`config.mk`:
```
export PLATFORM = sky130hd
export DESIGN_NAME = key_matrix_emulator_flat
export DESIGN_NICKNAME = d
export VERILOG_FILES = /design/src/rtl/key_matrix_emulator_pkg.sv /design/src/rtl/key_matrix_emulator_if.sv /design/src/rtl/key_matrix_emulator_bounce.sv /design/src/rtl/key_matrix_emulator.sv /design/src/flat_wrapper.sv
export SDC_FILE = /design/constraint.sdc
export NUM_CORES = 1
export LEC_CHECK = 0
export CORE_MARGIN = 1
export CORE_UTILIZATION = 30
export DETAILED_ROUTE_END_ITERATION = 8
export PLACE_DENSITY = 0.47
export REMOVE_ABC_BUFFERS = 1
export SYNTH_ARGS = -nofsm -noshare
export SYNTH_HDL_FRONTEND = slang
export SYNTH_HIERARCHICAL = 1
export SYNTH_SLANG_ARGS = --single-unit
```
`constraint.sdc`:
```
create_clock -name CLOCK_50 -period 3.6 [get_ports CLOCK_50]
set_clock_uncertainty 0.05 [all_clocks]
set_input_delay 1.08 -clock CLOCK_50 [delete_from_list [all_inputs] [get_ports CLOCK_50]]
set_output_delay 1.08 -clock CLOCK_50 [all_outputs]
set_load 0.005 [all_outputs]
```
`src/rtl/key_matrix_emulator_pkg.sv`:
```
// Shared definitions for the 4x8 piano key matrix, used by the emulator and the scanner datapath.
package piano_kbd_pkg;

    localparam int NUM_ROWS = 4;
    localparam int NUM_COLS = 8;
    localparam int NUM_KEYS = NUM_ROWS * NUM_COLS;

    typedef logic [4:0] key_idx_t;

    typedef enum logic {
        ST_IDLE   = 1'b0,
        ST_BOUNCE = 1'b1
    } emu_state_t;

    function automatic key_idx_t key_idx(input int row, input int col);
        return key_idx_t'(row * NUM_COLS + col);
    endfunction

endpackage

```
`src/rtl/key_matrix_emulator_if.sv`:
```
// Valid/ready command port that sets the emulated key state.
interface key_matrix_emulator_if;
    import piano_kbd_pkg::*;

    logic     cmd_valid;
    logic     cmd_ready;
    key_idx_t cmd_key;
    logic     cmd_press;

    modport master (
        output cmd_valid,
        output cmd_key,
        output cmd_press,
        input  cmd_ready
    );

    modport slave (
        input  cmd_valid,
        input  cmd_key,
        input  cmd_press,
        output cmd_ready
    );

endinterface

```
`src/rtl/key_matrix_emulator_bounce.sv`:
```
// Contact-bounce generator: down-counting toggle timer, toggle counter and phase register.
module key_bounce_gen #(
    parameter int TOGGLE_CYCLES  = 50000,
    parameter int BOUNCE_TOGGLES = 4
) (
    input  logic i_clk,
    input  logic i_rst_n,
    input  logic i_start,
    input  logic i_phase_init,
    input  logic i_settled,
    output logic o_phase,
    output logic o_done
);

    localparam int TMR_W = (TOGGLE_CYCLES > 1) ? $clog2(TOGGLE_CYCLES) : 1;
    localparam int CNT_W = (BOUNCE_TOGGLES > 0) ? $clog2(BOUNCE_TOGGLES + 1) : 1;
    localparam logic [TMR_W-1:0] TMR_LOAD = TMR_W'(TOGGLE_CYCLES - 1);
    localparam logic [CNT_W-1:0] CNT_LAST = CNT_W'(BOUNCE_TOGGLES);

    logic [TMR_W-1:0] r_timer;
    logic [CNT_W-1:0] r_count;
    logic             r_active;
    logic             r_phase;
    logic             w_tick;
    logic             w_last;

    assign w_tick = r_active && (r_timer == '0);
    assign w_last = w_tick && ((r_count + 1'b1) == CNT_LAST);

    // The final toggle lands on the settled level instead of inverting, so odd counts still end clean.
    always_ff @(posedge i_clk) begin
        if (!i_rst_n) begin
            r_timer  <= '0;
            r_count  <= '0;
            r_active <= 1'b0;
            r_phase  <= 1'b0;
        end else if (i_start) begin
            r_timer  <= TMR_LOAD;
            r_count  <= '0;
            r_active <= 1'b1;
            r_phase  <= i_phase_init;
        end else if (w_tick) begin
            r_timer <= TMR_LOAD;
            if (w_last) begin
                r_count  <= CNT_LAST;
                r_active <= 1'b0;
                r_phase  <= i_settled;
            end else begin
                r_count <= r_count + 1'b1;
                r_phase <= ~r_phase;
            end
        end else if (r_active) begin
            r_timer <= r_timer - 1'b1;
        end
    end

    assign o_phase = r_phase;
    assign o_done  = w_last;

endmodule

```
`src/rtl/key_matrix_emulator.sv`:
```
// Keyboard end of the 4x8 row/column scan with programmable contact bounce.
// Define MATRIX_GHOST_EN to emulate a diode-less matrix with one-hop ghosting.
//
// state     | meaning
// ST_IDLE   | settled, cmd_ready high, commands accepted
// ST_BOUNCE | key tgt bouncing, cmd_ready low
module key_matrix_emulator
    import piano_kbd_pkg::*;
#(
    parameter int TOGGLE_CYCLES  = 50000,
    parameter int BOUNCE_TOGGLES = 4
) (
    input  logic                CLOCK_50,
    input  logic                resetn,
    input  logic [NUM_ROWS-1:0] rows,
    output logic [NUM_COLS-1:0] columns,
    key_matrix_emulator_if.slave cmd,
    output logic [NUM_KEYS-1:0] key_state,
    output logic                bouncing
);

    emu_state_t          r_state;
    logic [NUM_KEYS-1:0] r_key_state;
    logic [NUM_COLS-1:0] r_columns;
    logic                r_cmd_ready;
    logic                r_bouncing;
    key_idx_t            r_tgt;

    logic                w_accept;
    logic                w_change;
    logic                w_start;
    logic                w_phase;
    logic                w_done;
    logic [NUM_KEYS-1:0] w_eff;
    logic [NUM_COLS-1:0] w_pull;

    assign w_accept = cmd.cmd_valid && r_cmd_ready;
    assign w_change = (cmd.cmd_press != r_key_state[cmd.cmd_key]);
    assign w_start  = w_accept && w_change && (BOUNCE_TOGGLES > 0);

    key_bounce_gen #(
        .TOGGLE_CYCLES  (TOGGLE_CYCLES),
        .BOUNCE_TOGGLES (BOUNCE_TOGGLES)
    ) u_bounce (
        .i_clk        (CLOCK_50),
        .i_rst_n      (resetn),
        .i_start      (w_start),
        .i_phase_init (cmd.cmd_press),
        .i_settled    (r_key_state[r_tgt]),
        .o_phase      (w_phase),
        .o_done       (w_done)
    );

    always_ff @(posedge CLOCK_50) begin
        if (!resetn) begin
            r_state     <= ST_IDLE;
            r_key_state <= '0;
            r_cmd_ready <= 1'b0;
            r_bouncing  <= 1'b0;
            r_tgt       <= '0;
        end else begin
            case (r_state)
                ST_IDLE: begin
                    r_cmd_ready <= 1'b1;
                    if (w_accept && w_change) begin
                        r_key_state[cmd.cmd_key] <= cmd.cmd_press;
                        if (BOUNCE_TOGGLES > 0) begin
                            r_tgt       <= cmd.cmd_key;
                            r_state     <= ST_BOUNCE;
                            r_cmd_ready <= 1'b0;
                            r_bouncing  <= 1'b1;
                        end
                    end
                end
                ST_BOUNCE: begin
                    if (w_done) begin
                        r_state     <= ST_IDLE;
                        r_cmd_ready <= 1'b1;
                        r_bouncing  <= 1'b0;
                    end
                end
                default: r_state <= ST_IDLE;
            endcase
        end
    end

    always_comb begin
        w_eff = r_key_state;
        if (r_state == ST_BOUNCE) w_eff[r_tgt] = w_phase;
    end

    always_comb begin
        w_pull = '0;
        for (int r = 0; r < NUM_ROWS; r++) begin
            for (int c = 0; c < NUM_COLS; c++) begin
                if (!rows[r] && w_eff[key_idx(r, c)]) w_pull[c] = 1'b1;
`ifdef MATRIX_GHOST_EN
                // Current sneaks through a rectangle of three closed contacts.
                for (int rp = 0; rp < NUM_ROWS; rp++) begin
                    for (int cp = 0; cp < NUM_COLS; cp++) begin
                        if (!rows[r] && w_eff[key_idx(r, cp)] && w_eff[key_idx(rp, cp)]
                            && w_eff[key_idx(rp, c)]) w_pull[c] = 1'b1;
                    end
                end
`endif
            end
        end
    end

    always_ff @(posedge CLOCK_50) begin
        if (!resetn) r_columns <= '1;
        else         r_columns <= ~w_pull;
    end

    assign columns       = r_columns;
    assign key_state     = r_key_state;
    assign bouncing      = r_bouncing;
    assign cmd.cmd_ready = r_cmd_ready;

endmodule

```
`src/flat_wrapper.sv`:
```
// flat-port wrapper written by rule: the top's interface ports become plain ports
module key_matrix_emulator_flat import piano_kbd_pkg::*;
#(
    parameter int TOGGLE_CYCLES  = 50000,
    parameter int BOUNCE_TOGGLES = 4
)
  (CLOCK_50, resetn, rows, columns, key_state, bouncing, cmd_cmd_valid, cmd_cmd_key, cmd_cmd_press, cmd_cmd_ready);
  key_matrix_emulator_if cmd_i ();
  input  logic CLOCK_50;
  input  logic resetn;
  input  logic [NUM_ROWS-1:0] rows;
  output logic [NUM_COLS-1:0] columns;
  output logic [NUM_KEYS-1:0] key_state;
  output logic bouncing;
  input wire logic [$bits(cmd_i.cmd_valid)-1:0] cmd_cmd_valid;
  input wire logic [$bits(cmd_i.cmd_key)-1:0] cmd_cmd_key;
  input wire logic [$bits(cmd_i.cmd_press)-1:0] cmd_cmd_press;
  output wire logic [$bits(cmd_i.cmd_ready)-1:0] cmd_cmd_ready;
  assign cmd_i.cmd_valid = cmd_cmd_valid;
  assign cmd_i.cmd_key = cmd_cmd_key;
  assign cmd_i.cmd_press = cmd_cmd_press;
  assign cmd_cmd_ready = cmd_i.cmd_ready;
  key_matrix_emulator #(.TOGGLE_CYCLES(TOGGLE_CYCLES), .BOUNCE_TOGGLES(BOUNCE_TOGGLES)) u_core (.CLOCK_50(CLOCK_50), .resetn(resetn), .rows(rows), .columns(columns), .cmd(cmd_i), .key_state(key_state), .bouncing(bouncing));
endmodule
```
==> results of run 1 <==
cell type report:
class,instances,area (um2),area share (%)
well taps,184,230,3.93
clock inverters,6,86.3,1.48
multi-input cells,415,2940,50.2
inverters,13,48.8,0.834
clock buffers,10,239,4.08
flip-flops and latches,69,1380,23.6
repair buffers,98,926,15.8
final timing paths:
kind	depth (start not counted)	endpoint
max	11	u_core/u_bounce/r_timer[15]
min	2	u_core/u_bounce/r_count[0]
max reg2reg	10	u_core/u_bounce/r_timer[15]
min reg2reg	2	u_core/u_bounce/r_count[0]
kinds of logic after synthesis:
| kind of cell | Yosys count | synth area share (%) |
|---|---|---|
| mux | 64 | 16.6 |
| compound gates | 161 | 23.7 |
| xor+xnor | 13 | 2.50 |
| flops | 69 | 30.4 |
| fa+ha+maj | 4 | 1.10 |
| simple gates | 173 | 20.3 |
| buf+inv | 56 | 5.37 |
stage by stage:
| step | instance area, um2 | std cells |
|---|---|---|
| after floorplan | 4350 | 497 |
| after global placement | 5480 | 778 |
| after detailed placement | 5480 | 778 |
| after CTS | 5840 | 795 |
| after global routing | 5850 | 795 |
| final | 5850 | 795 |
cell usage after synthesis (2+ instances only):
cell type	number	area [um2]
sky130_fd_sc_hd__a21oi_1	13	65.1
sky130_fd_sc_hd__a22oi_1	32	240
sky130_fd_sc_hd__a31oi_1	2	12.5
sky130_fd_sc_hd__and2_1	3	18.8
sky130_fd_sc_hd__buf_1	2	7.51
sky130_fd_sc_hd__buf_2	4	20.0
sky130_fd_sc_hd__clkbuf_1	33	124
sky130_fd_sc_hd__dfxtp_1	69	1380
sky130_fd_sc_hd__ha_1	4	50.1
sky130_fd_sc_hd__inv_1	12	45.0
sky130_fd_sc_hd__mux2_2	2	22.5
sky130_fd_sc_hd__mux2i_1	53	531
sky130_fd_sc_hd__mux4_2	8	180
sky130_fd_sc_hd__nand2_1	33	124
sky130_fd_sc_hd__nand2b_1	4	25.0
sky130_fd_sc_hd__nand3_1	14	70.1
sky130_fd_sc_hd__nand3b_1	8	60.1
sky130_fd_sc_hd__nand4_1	5	31.3
sky130_fd_sc_hd__nand4b_1	3	26.3
sky130_fd_sc_hd__nor2_1	51	191
sky130_fd_sc_hd__nor2b_1	5	31.3
sky130_fd_sc_hd__nor3_1	7	35.0
sky130_fd_sc_hd__nor3b_1	4	30.0
sky130_fd_sc_hd__nor4_1	7	43.8
sky130_fd_sc_hd__nor4b_1	4	35.0
sky130_fd_sc_hd__o211ai_1	32	240
sky130_fd_sc_hd__o21a_1	2	15.0
sky130_fd_sc_hd__o21ai_0	44	220
sky130_fd_sc_hd__o21ai_1	2	10.0
sky130_fd_sc_hd__o221ai_1	5	43.8
sky130_fd_sc_hd__o22ai_1	18	113
sky130_fd_sc_hd__or2_2	4	25.0
sky130_fd_sc_hd__or3_1	9	56.3
sky130_fd_sc_hd__or3b_1	3	26.3
sky130_fd_sc_hd__or3b_2	2	17.5
sky130_fd_sc_hd__xnor2_1	8	70.1
sky130_fd_sc_hd__xor2_1	5	43.8
worst reg2reg max path, delay by kind of cell (launching register included):
family / cells / cell delay (ns)
mux: 1 / 0.22
flops: 1 / 0.43
compound gates: 4 / 0.70
simple gates: 4 / 1.00
xor+xnor: 1 / 0.17
power by group:
group | total, mW | internal, mW | switching [mW]
sequential | 0.862 | 0.798 | 0.0631
clock | 0.990 | 0.624 | 0.365
combinational | 0.367 | 0.164 | 0.203
per-layer routing:
| layer | vias up | share of wire, % | global-route usage (%) |
|---|---|---|---|
| met2 | 169 | 44 | 34.3 |
| li1 | 2173 | - | - |
| met5 | - | 0 | 0 |
| met4 | 0 | 2.7 | 9.18 |
| met1 | 2213 | 46 | 30.2 |
| met3 | 36 | 6.9 | 5.05 |
flip-flops by register name, indices dropped and copies added, names as in the netlist, 3 cells and up:
signal and count:
u_core/key_state 32, u_core/u_bounce/r_timer 16, u_core/columns 8, u_core/r_tgt 5
u_core/u_bounce/r_count 3
timing repair:
action	in CTS	in global routing
endpoints found under the setup margin	1	4
gates cloned	1	0
endpoints found under the hold margin	0	0
hold buffers	0	0
pin swaps	2	1
gates resized for setup	6	6
==> results.toml, run 1 <==
[place]
port-buffer-count = 54
globalplace.congestion = 0.880
hpwl_um = 12000
place_ws_ns = -0.492

[die]
die-area_um2 = 15600
fp.coreArea_um2 = 14600
floorplan.initialDensity_pct = 31.0
floorplan.die.height_um = 125
die_width_um = 125
boundaryPins = 55
placement_rows = 44

[setup_path]
critical_path_peak_fanout = 8
worstPathRequired_ns = 3.82
end_kind = "flop"
timing.critical_path.arrival_ns = 3.68
worst-setup-path-type = "in2reg"
cpMaxStageDelayCell = "sky130_fd_sc_hd__or4_1"
cp.buffers_inverters = 2
cpPeakStageDelay_ns = 0.42
critPathLaunch = "cmd_cmd_key[2]"
cp_cell_sequence = "dlygate4sd2_1, inv_1, nor4_2, a41oi_2, o2111ai_4, xnor2_1, nor2_2, nor2_1, or3_1, or4_1, a31oi_1"
critical_path.top_delay_family = "simple AND/OR/NAND/NOR gates"
worst_r2r_startpoint = "u_core/key_state[22]"
worst_setup_path_start_kind = "input pin"
setup.reg_to_reg.worst_slack_ns = 0.95

[global_route]
grt-ovfl-total = 0
grt_antenna_before_repair = 0
aggregate_global_route_resource_usage_pct = 22.4
number_of_global_route_vias_before_repair = 4487
grt_pass1_wl_um = 26400
grt_start_max_net_pins = 55

[clock_network]
tritoncts_num_sinks = 69
cts-root-to-sink-buffers = 2
count_of_buffers_added_by_post_cts_timing_repair_for_setup = 0
clkSlewWorstSetupHoldPaths_ns = 0.06
cts_tree = "built"
clockRootBuffer = "sky130_fd_sc_hd__clkbuf_16"
htree_num_levels = 3
worstSkewPairLatency_ns = 0.34
tritoncts.num_buffers = 9

[cells_and_area]
finish.utilization_pct = 40.0
synthToLayoutAreaGrowth_pct = 28.7
final_layout_size_suffix_gt1_share_pct = 14.7
num_antenna_cells = 0
fin_nets = 623
layout_commonest_cell = "sky130_fd_sc_hd__dfxtp_1"
n_fill_cell = 1471
final_cell_mix = "69 x sky130_fd_sc_hd__dfxtp_1, 52 x sky130_fd_sc_hd__mux2i_1, 50 x sky130_fd_sc_hd__nor2_1"

[run_status]
run_status = "completed"

[synth]
yosys_most_used_dff = "sky130_fd_sc_hd__dfxtp_1"
synth_area_um2 = 4550
synth_edf_count = 0
syn_area_per_cell_um2 = 8.42
synth_seq_cells = 69
yosys_warnings = 6
ys_seq_area_share_pct = 30.4
postSynthCellCount = 540
postSynth.asyncResetShare_pct = 0
post_synth_num_cell_types = 61

[sta]
rsz_0062_raised_after_global_routing = "no"
setup_viol = 0
final_setup_tns_ns = 0
fmax_mhz = 289
layout_setup_ws_ns = 0.141
finalHoldWorstSlack_ns = 0.446
slew_viol_final = 0
final.min_clock_period_ns = 3.46
final_min_period_over_clock_period_pct = 96.1
maxSlewHeadroom_pct = 25.4
finalHoldViolCount = 0
worstMarginPinSlew_ns = 1.12

[power]
power.static_leakage_nw = 1.94
totalPowerFinal_mw = 2.22
power-per-cell-area_nw_per_um2 = 379
ir_worst_vdd_mv = 0.165

[route]
drt_wl_total_um = 17000
drt-vias-per-instance = 5.77
first_pass_iters = 7
wire_per_inst_um = 21.4
drtAntennaViolNets = 0
first_iter_violations = 429
drc = 0
vias_after_detailed_routing = 4591

[job]
drv_cap = 0

[worst_hold_path]
hold_class = "reg2reg"
hold_path.startpoint = "u_core/u_bounce/r_count[0]"
(Power assumes the default switching activity.)
==> run 2: changes to the inputs <==
--- a/config.mk
+++ b/config.mk
@@ -5,10 +5,12 @@
 export SDC_FILE = /design/constraint.sdc
 export NUM_CORES = 1
 export LEC_CHECK = 0
+export CAP_MARGIN = 40
 export CORE_MARGIN = 1
 export CORE_UTILIZATION = 30
 export DETAILED_ROUTE_END_ITERATION = 8
-export PLACE_DENSITY = 0.47
+export DONT_BUFFER_PORTS = 1
+export PLACE_DENSITY = 0.41
 export REMOVE_ABC_BUFFERS = 1
 export SYNTH_ARGS = -nofsm -noshare
 export SYNTH_HDL_FRONTEND = slang
==> constraint.sdc (replaced) <==
create_clock -name CLOCK_50 -period 3.3 [get_ports CLOCK_50]
set_clock_uncertainty 0.05 [all_clocks]
set_input_delay 0.99 -clock CLOCK_50 [delete_from_list [all_inputs] [get_ports CLOCK_50]]
set_output_delay 0.99 -clock CLOCK_50 [all_outputs]
set_load 0.005 [all_outputs]
==> results.toml, run 2 (synthesized netlist as in run 1, its figures left out) <==
[power]
ir_worst_vdd_mv = 0.259
power.static_leakage_nw = 1.68
power-per-cell-area_nw_per_um2 = 462
totalPowerFinal_mw = 2.40

[cells_and_area]
multi_input_combinational_cell_area_um2 = 2920
final_cell_mix = "69 x sky130_fd_sc_hd__dfxtp_1, 53 x sky130_fd_sc_hd__mux2i_1, 51 x sky130_fd_sc_hd__nor2_1"
num_antenna_cells = 0
regArea_um2 = 1380
fin_nets = 560
final_layout_size_suffix_gt1_share_pct = 13.7
synthToLayoutAreaGrowth_pct = 14.3
largest_reg_flops = 32
n_fill_cell = 1516
layout_commonest_cell = "sky130_fd_sc_hd__dfxtp_1"

[route]
vias_after_detailed_routing = 4319
drtAntennaViolNets = 0
drc = 4
first_pass_iters = 8
drt-vias-per-instance = 5.90
wire_per_inst_um = 23.4
drt_wl_total_um = 17100
first_iter_violations = 303

[global_route]
grt_pass1_wl_um = 26200
aggregate_global_route_resource_usage_pct = 22.1
number_of_global_route_vias_before_repair = 4233
grt_start_max_net_pins = 92
grt_antenna_before_repair = 0
grt-ovfl-total = 0

[sta]
final.min_clock_period_ns = 2.95
maxSlewHeadroom_pct = 42.5
setup_viol = 0
fmax_mhz = 339
rsz_0062_raised_after_global_routing = "no"
final_setup_tns_ns = 0
slew_viol_final = 0
final_min_period_over_clock_period_pct = 89.5
worstMarginPinSlew_ns = 0.861
finalHoldViolCount = 0
layout_setup_ws_ns = 0.347

[setup_path]
timing.reg2reg.worst_path_depth = 9
worst-setup-path-type = "in2reg"
timing.critical_path.arrival_ns = 3.18
r2r_end = "u_core/u_bounce/r_timer[15]"
end_kind = "flop"
worst_r2r_startpoint = "u_core/key_state[11]"
critical_path_peak_fanout = 27
worstPathRequired_ns = 3.53
setup.reg_to_reg.worst_slack_ns = 0.62
worst_setup_path_start_kind = "input pin"

[clock_network]
holdBufCountCts = 0
tritoncts_num_sinks = 69
htree_num_levels = 3
clockRootBuffer = "sky130_fd_sc_hd__clkbuf_16"
worstSkewPairLatency_ns = 0.35
count_of_buffers_added_by_post_cts_timing_repair_for_setup = 0
cts.repair.resized = 0
cts_tree = "built"
clkSlewWorstSetupHoldPaths_ns = 0.07
tritoncts.num_buffers = 9
cts-root-to-sink-buffers = 2

[die]
die-area_um2 = 15600
boundaryPins = 55
die_width_um = 125
floorplan.die.height_um = 125
placement_rows = 44
floorplan.initialDensity_pct = 31.0
fp.coreArea_um2 = 14600

[place]
globalplace.congestion = 0.862
port-buffer-count = 0
place_ws_ns = 0.0408
hpwl_um = 12400

[job]
drv_cap = 0

[worst_hold_path]
min_delay_worst_endpoint = "u_core/u_bounce/r_count[0]"
hold_class = "reg2reg"
worst_hold_path.num_cells = 2
hold_path.startpoint = "u_core/u_bounce/r_count[0]"

[run_status]
run_status = "finished, violations left"
failed_checks = "design-rule violations"
==> run 2: how the worst max path moves through the flow <==
stage	start	end	slack (ns)	cells past startpoint
2_1_floorplan	cmd_cmd_key[1]	u_core/u_bounce/r_timer[15]	-0.15	9
3_3_place_gp	cmd_cmd_key[4]	u_core/u_bounce/r_timer[15]	0.08	10
3_5_place_dp	cmd_cmd_key[4]	u_core/u_bounce/r_timer[15]	0.04	10
4_1_cts	cmd_cmd_key[4]	u_core/u_bounce/r_timer[15]	0.41	10
5_1_grt	cmd_cmd_key[4]	u_core/u_bounce/r_timer[14]	0.27	11
6_report	cmd_cmd_key[1]	u_core/u_bounce/r_timer[15]	0.35	10
==> run 2: critical path, stage by stage <==
cell and delay (ns):
sky130_fd_sc_hd__mux2i_1 0.25, sky130_fd_sc_hd__o221ai_1 0.19, sky130_fd_sc_hd__a22oi_2 0.27, sky130_fd_sc_hd__o2111ai_4 0.16
sky130_fd_sc_hd__xnor2_1 0.15, sky130_fd_sc_hd__nor2_1 0.16, sky130_fd_sc_hd__nor2_1 0.07, sky130_fd_sc_hd__or3_1 0.36
sky130_fd_sc_hd__or4_1 0.41, sky130_fd_sc_hd__a31oi_1 0.16
==> run 2: stage by stage <==
step	hold slack [ns]	instances	cell area, um2	util, %
floorplan	0.412	497	4350	-
global placement	0.427	715	4840	33.0
detailed placement	0.435	716	4850	33.1
CTS	0.447	732	5200	35.5
global route	0.483	732	5200	35.5
finish	0.444	732	5200	35.5
==> run 2: per-layer routing <==
metal	track usage, %	wire length [um]	vias up
met5	0	0	-
met4	8.82	475	0
met3	5.56	976	31
met2	34.8	7800	143
met1	28.9	7850	2100
li1	-	-	2045
==> run 2: layout make-up <==
class / instances / area share (%)
Clock buffer: 9 / 4.33
Clock inverter: 7 / 2.34
Inverter: 13 / 0.939
Multi-Input combinational cell: 415 / 56.2
Sequential cell: 69 / 26.6
Tap cell: 184 / 4.43
Timing Repair Buffer: 35 / 5.20
==> run 2: power breakdown <==
group | internal (mW) | switching, mW | total (mW)
clock | 0.744 | 0.413 | 1.16
sequential | 0.871 | 0.0665 | 0.937
combinational | 0.137 | 0.172 | 0.309
total | 1.75 | 0.652 | 2.40
